--- src/rtl/vencoder_param.sv ---
// vencoder_param: rate-1/N, constraint-length-K convolutional encoder with
// zero-terminated frames. One data bit is accepted per handshake; its N-bit
// code word is shifted out on a single serial output, c[0] first. After the
// bit flagged in_last, K-1 flush symbols drive the trellis back to state 0.
module vencoder_param #(
  parameter int K = 3,
  parameter int N = 2,
  parameter logic [N*K-1:0] G = {3'b101, 3'b111}
) (
  input  logic Clock,
  input  logic reset,
  input  logic in_valid,
  input  logic in,
  input  logic in_last,
  output logic in_ready,
  output logic out,
  output logic out_valid,
  output logic out_last,
  output logic busy
);

  localparam int CW = $clog2(N);
  localparam int TW = $clog2(K);
  localparam logic [CW-1:0] CNT_LAST  = CW'(N - 1);
  localparam logic [TW-1:0] TCNT_LAST = TW'(K - 2);

  localparam logic [1:0] S_IDLE = 2'd0;
  localparam logic [1:0] S_DATA = 2'd1;
  localparam logic [1:0] S_TAIL = 2'd2;

  logic [1:0]    state_q, state_d;
  logic [CW-1:0] cnt_q, cnt_d;
  logic [TW-1:0] tcnt_q, tcnt_d;
  logic [K-2:0]  sr_q, sr_d;
  logic [N-1:0]  osr_q, osr_d;
  logic          last_q, last_d;
  logic          out_q, out_d;
  logic          out_valid_q, out_valid_d;
  logic          out_last_q, out_last_d;
  logic          in_ready_q, in_ready_d;

  logic          hs;
  logic          load;
  logic          load_bit;
  logic [K-1:0]  r_full;

  // Code word for input bit b on top of trellis state s; generator j is G[j*K +: K].
  function automatic logic [N-1:0] encode(input logic b, input logic [K-2:0] s);
    logic [K-1:0] r;
    logic [N-1:0] c;
    r = {b, s};
    for (int j = 0; j < N; j++) c[j] = ^(r & G[j*K +: K]);
    return c;
  endfunction

  // Next-state logic: symbol sequencing, tail insertion and output decode.
  always_comb begin
    hs       = in_valid & in_ready_q;
    state_d  = state_q;
    cnt_d    = cnt_q;
    tcnt_d   = tcnt_q;
    sr_d     = sr_q;
    osr_d    = osr_q;
    last_d   = last_q;
    load     = 1'b0;
    load_bit = 1'b0;
    case (state_q)
      S_IDLE: begin
        if (hs) begin
          load     = 1'b1;
          load_bit = in;
          last_d   = in_last;
          cnt_d    = '0;
          state_d  = S_DATA;
        end
      end
      S_DATA: begin
        if (cnt_q != CNT_LAST) begin
          cnt_d = cnt_q + 1'b1;
          osr_d = osr_q >> 1;
        end else begin
          cnt_d = '0;
          if (last_q) begin
            // Frame ended: first flush symbol follows with no gap.
            load    = 1'b1;
            tcnt_d  = '0;
            last_d  = 1'b0;
            state_d = S_TAIL;
          end else if (hs) begin
            load     = 1'b1;
            load_bit = in;
            last_d   = in_last;
          end else begin
            osr_d   = osr_q >> 1;
            state_d = S_IDLE;
          end
        end
      end
      S_TAIL: begin
        if (cnt_q != CNT_LAST) begin
          cnt_d = cnt_q + 1'b1;
          osr_d = osr_q >> 1;
        end else begin
          cnt_d = '0;
          if (tcnt_q != TCNT_LAST) begin
            load   = 1'b1;
            tcnt_d = tcnt_q + 1'b1;
          end else begin
            // sr has shifted in K-1 zeros and is back at state 0.
            osr_d   = osr_q >> 1;
            tcnt_d  = '0;
            state_d = S_IDLE;
          end
        end
      end
      default: state_d = S_IDLE;
    endcase

    r_full = {load_bit, sr_q};
    if (load) begin
      osr_d = encode(load_bit, sr_q);
      sr_d  = r_full[K-1:1];
    end

    // Outputs are decoded from the next state so that every port is a flop.
    out_valid_d = (state_d != S_IDLE);
    out_d       = out_valid_d & osr_d[0];
    out_last_d  = (state_d == S_TAIL) && (tcnt_d == TCNT_LAST) && (cnt_d == CNT_LAST);
    in_ready_d  = (state_d == S_IDLE) ||
                  ((state_d == S_DATA) && (cnt_d == CNT_LAST) && !last_d);
  end

  // State and output registers; reset aborts any frame in flight.
  always_ff @(posedge Clock or negedge reset) begin
    if (!reset) begin
      state_q     <= S_IDLE;
      cnt_q       <= '0;
      tcnt_q      <= '0;
      sr_q        <= '0;
      osr_q       <= '0;
      last_q      <= 1'b0;
      out_q       <= 1'b0;
      out_valid_q <= 1'b0;
      out_last_q  <= 1'b0;
      in_ready_q  <= 1'b0;
    end else begin
      state_q     <= state_d;
      cnt_q       <= cnt_d;
      tcnt_q      <= tcnt_d;
      sr_q        <= sr_d;
      osr_q       <= osr_d;
      last_q      <= last_d;
      out_q       <= out_d;
      out_valid_q <= out_valid_d;
      out_last_q  <= out_last_d;
      in_ready_q  <= in_ready_d;
    end
  end

  assign in_ready  = in_ready_q;
  assign out       = out_q;
  assign out_valid = out_valid_q;
  assign out_last  = out_last_q;
  assign busy      = out_valid_q;

endmodule

--- config.mk ---
export PLATFORM = sky130hd
export DESIGN_NAME = vencoder_param
export DESIGN_NICKNAME = d
export VERILOG_FILES = /design/src/rtl/vencoder_param.sv
export SDC_FILE = /design/constraint.sdc
export NUM_CORES = 1
export LEC_CHECK = 0
export CORE_UTILIZATION = 43
export DETAILED_ROUTE_END_ITERATION = 10
export PLACE_DENSITY = 0.64
export SLEW_MARGIN = 20
export SYNTH_ARGS = -nofsm -noshare
export SYNTH_HDL_FRONTEND = slang
export SYNTH_SLANG_ARGS = --single-unit
--- constraint.sdc ---
create_clock -name Clock -period 2.11 [get_ports Clock]
set_input_delay 0.422 -clock Clock [delete_from_list [all_inputs] [get_ports Clock]]
set_output_delay 0.422 -clock Clock [all_outputs]
set_load 0.02 [all_outputs]
==> metrics.txt <==
status=finished, final reports clean; later-pin clock latency in the skew report=0.26 ns; Final Util=0.564; Net count, final=110; Worst Hold Depth=1; critical path peak fanout=7; final setup fails=0; via/cell ratio=5.64; max frequency=511 MHz; Final period util=0.927; pin count of the biggest net entering global routing=15; core region area=1780 um2; Most used DFF post-synth=dfrtp_1; post-synthesis sequential area ratio=0.414; top cell type by total area after synthesis=dfrtp_1; r2r startpoint=state_q[0]$_DFF_PN0_; critical path startpoint=state_q[0]$_DFF_PN0_; via count=699; io pins=10; H-Tree Depth=1; clk buf depth=2; DRT iter0 DRCs=19; post-layout minimum cycle time=1.96 ns; Starting Density=0.475; Worst Hold Slack=0.505 ns; Area growth syn-to-layout=18.8%; vias in the first global route=608; crit start category=flip-flop; skew final=0.00267 ns; post-layout instance area=1010 um2; top-area cell type share of the netlist area=0.414; Routed WL=1700 um; Root Buffer=clkbuf_4; Std-Cell Rows=15; DP Area=978 um2; Max-Cap Viols=0; Peak VDD IR=0.794 mV; worst setup margin=0.155 ns; Post-Synthesis Net Count=95; Clock Sinks=14; slew margin rel.=0.609; pwr dens=1420 nW/um2; reg2reg setup slack=0.15 ns; Yosys warnings=0; ANT cells=0; fin. max-slew vios=0; ratio of cells with drive above 1 in the final layout=0.111; Netlist cell types=40; PortBufs=9; die width=46.4 um; CP Capture Type=flip-flop; Crit Path Class=flip-flop to flip-flop; Mapped Avg Cell Area=9.85 um2; Global Route Usage Sum=0.193; CP Data Arrival Time=2.12 ns; first-pass GRT wire length=2840 um; Hold Path End=out_last$_DFF_PN0_; Fin. Hold Viols=0; DRC Markers=0; Design Power=1.43 mW; dpl ws=0.0444 ns; Mapped Cells=86; die area=2150 um2; clk slew on worst S/H paths=0.07 ns; GP Congestion=0.936; Die Y=46.4 um; Synth Register Bits=14; initial antenna violation count=0; largest cells by area after synthesis=dfrtp_1 41%, ha_1 5.9%, a21oi_1 4.7%, nand2_1 3.1%, inv_1 2.7%; Reg2Reg Depth=7; CTS tree=built; mapped cell area=847 um2; Post-synth EDFFs=0; post-DP HPWL=1280 um; Routed Antenna Nets=0; leak pwr=0.438 nW; Critical R2R Capture=osr_q[1]$_DFFE_PN0P_; Synth async-reset ratio=1.00; Pre-antenna DRT Iters=4; CTS buffer count=3; Worst Min Path Start=tcnt_q[1]$_DFF_PN0_; drt wl/cell=13.7 um; WP data required=2.27 ns; Worst Tran Pin Value=0.585 ns; Remaining Overflow, GRT=0; min-delay worst type=flip-flop to flip-flop
==> registers in the layout (all words and copies together), names as in the netlist, 2 cells and up <==
register  flops
tcnt_q        2
state_q       2
sr_q          2
osr_q         2
==> synth_stat cells (2+ instances only) <==
cell / number
nand2_1: 7
a21oi_1: 8
nor2_1: 3
and3_1: 2
and2_1: 2
o21ai_1: 2
mux2_1: 2
ha_1: 4
nand2b_1: 2
inv_1: 6
o21ai_0: 2
nand3_1: 2
a21boi_0: 2
dfrtp_1: 14
a211oi_1: 2
a31oi_1: 2
==> critical path, stage by stage (launching register included) <==
cell and delay, ns:
dfrtp_1 0.42, inv_1 0.12, ha_1 0.33, nand3b_1 0.16
a31o_1 0.25, a221oi_1 0.34, a31oi_1 0.07, o32ai_1 0.15
==> area by class of cell <==
type	instances	area, um2
timing repair buffer	12	113
tap	25	31.3
sequential	14	350
inverter	6	22.5
multi-input combinational	64	467
clock buffer	3	22.5
fill	149	777
==> where the power goes <==
group          internal [mW]  switching (mW)
combinational          0.384           0.435
clock                 0.0659          0.0706
sequential             0.364           0.107
==> per-stage QoR <==
step / std cells / setup TNS, ns
finish: 124 / 0
detailed placement: 121 / 0
global placement: 121 / 0
floorplan: 86 / 0
global route: 124 / -0.0144
CTS: 124 / 0
==> cells by family (layout without fill, tap and decap cells) <==
group	count (synthesis)	after routing	share of synthesized area
AOI/OAI and AO/OA	31	31	0.251
and+or+nand+nor	24	24	0.160
DFF	14	14	0.414
buffers and inverters	8	21	0.0414
adders and majority gates	4	4	0.0591
muxes	3	3	0.0384
xor gates and xnor gates	2	2	0.0369
==> cells in the final DEF, fill, tap and decap left out, types with 2 or more instances in the layout <==
| master | n |
|---|---|
| a21boi_0 | 2 |
| a21oi_1 | 8 |
| a31oi_1 | 2 |
| and2_1 | 2 |
| and3_1 | 2 |
| buf_4 | 3 |
| clkbuf_4 | 3 |
| clkdlybuf4s50_1 | 9 |
| dfrtp_1 | 14 |
| ha_1 | 4 |
| inv_1 | 6 |
| mux2_1 | 2 |
| nand2_1 | 7 |
| nand2b_1 | 2 |
| nand3_1 | 2 |
| nor2_1 | 3 |
| o21ai_0 | 2 |
| o21ai_1 | 2 |
==> metal layers <==
layer	routed length, um	vias to the layer above	track usage
li1	-	344	-
met1	826	333	0.278
met2	761	18	0.261
met3	74	4	0.0196
met4	41	0	0.147
met5	0	-	0
==> how the worst max path moves through the flow <==
stage,to,slack [ns],depth (start not counted)
global route,osr_q[1]$_DFFE_PN0P_,-0.01,7
detailed placement,osr_q[1]$_DFFE_PN0P_,0.04,6
global placement,out_last$_DFF_PN0_,0.06,6
finish,osr_q[1]$_DFFE_PN0P_,0.15,7
CTS,osr_q[1]$_DFFE_PN0P_,0.21,7
floorplan,out$_DFF_PN0_,0.43,7
==> what timing repair did <==
item	CTS	global route
hold buffers	0	0
resized for setup	0	1
setup endpoints to repair	0	1
setup buffers	0	0
Power figures use the tool's default switching activity.
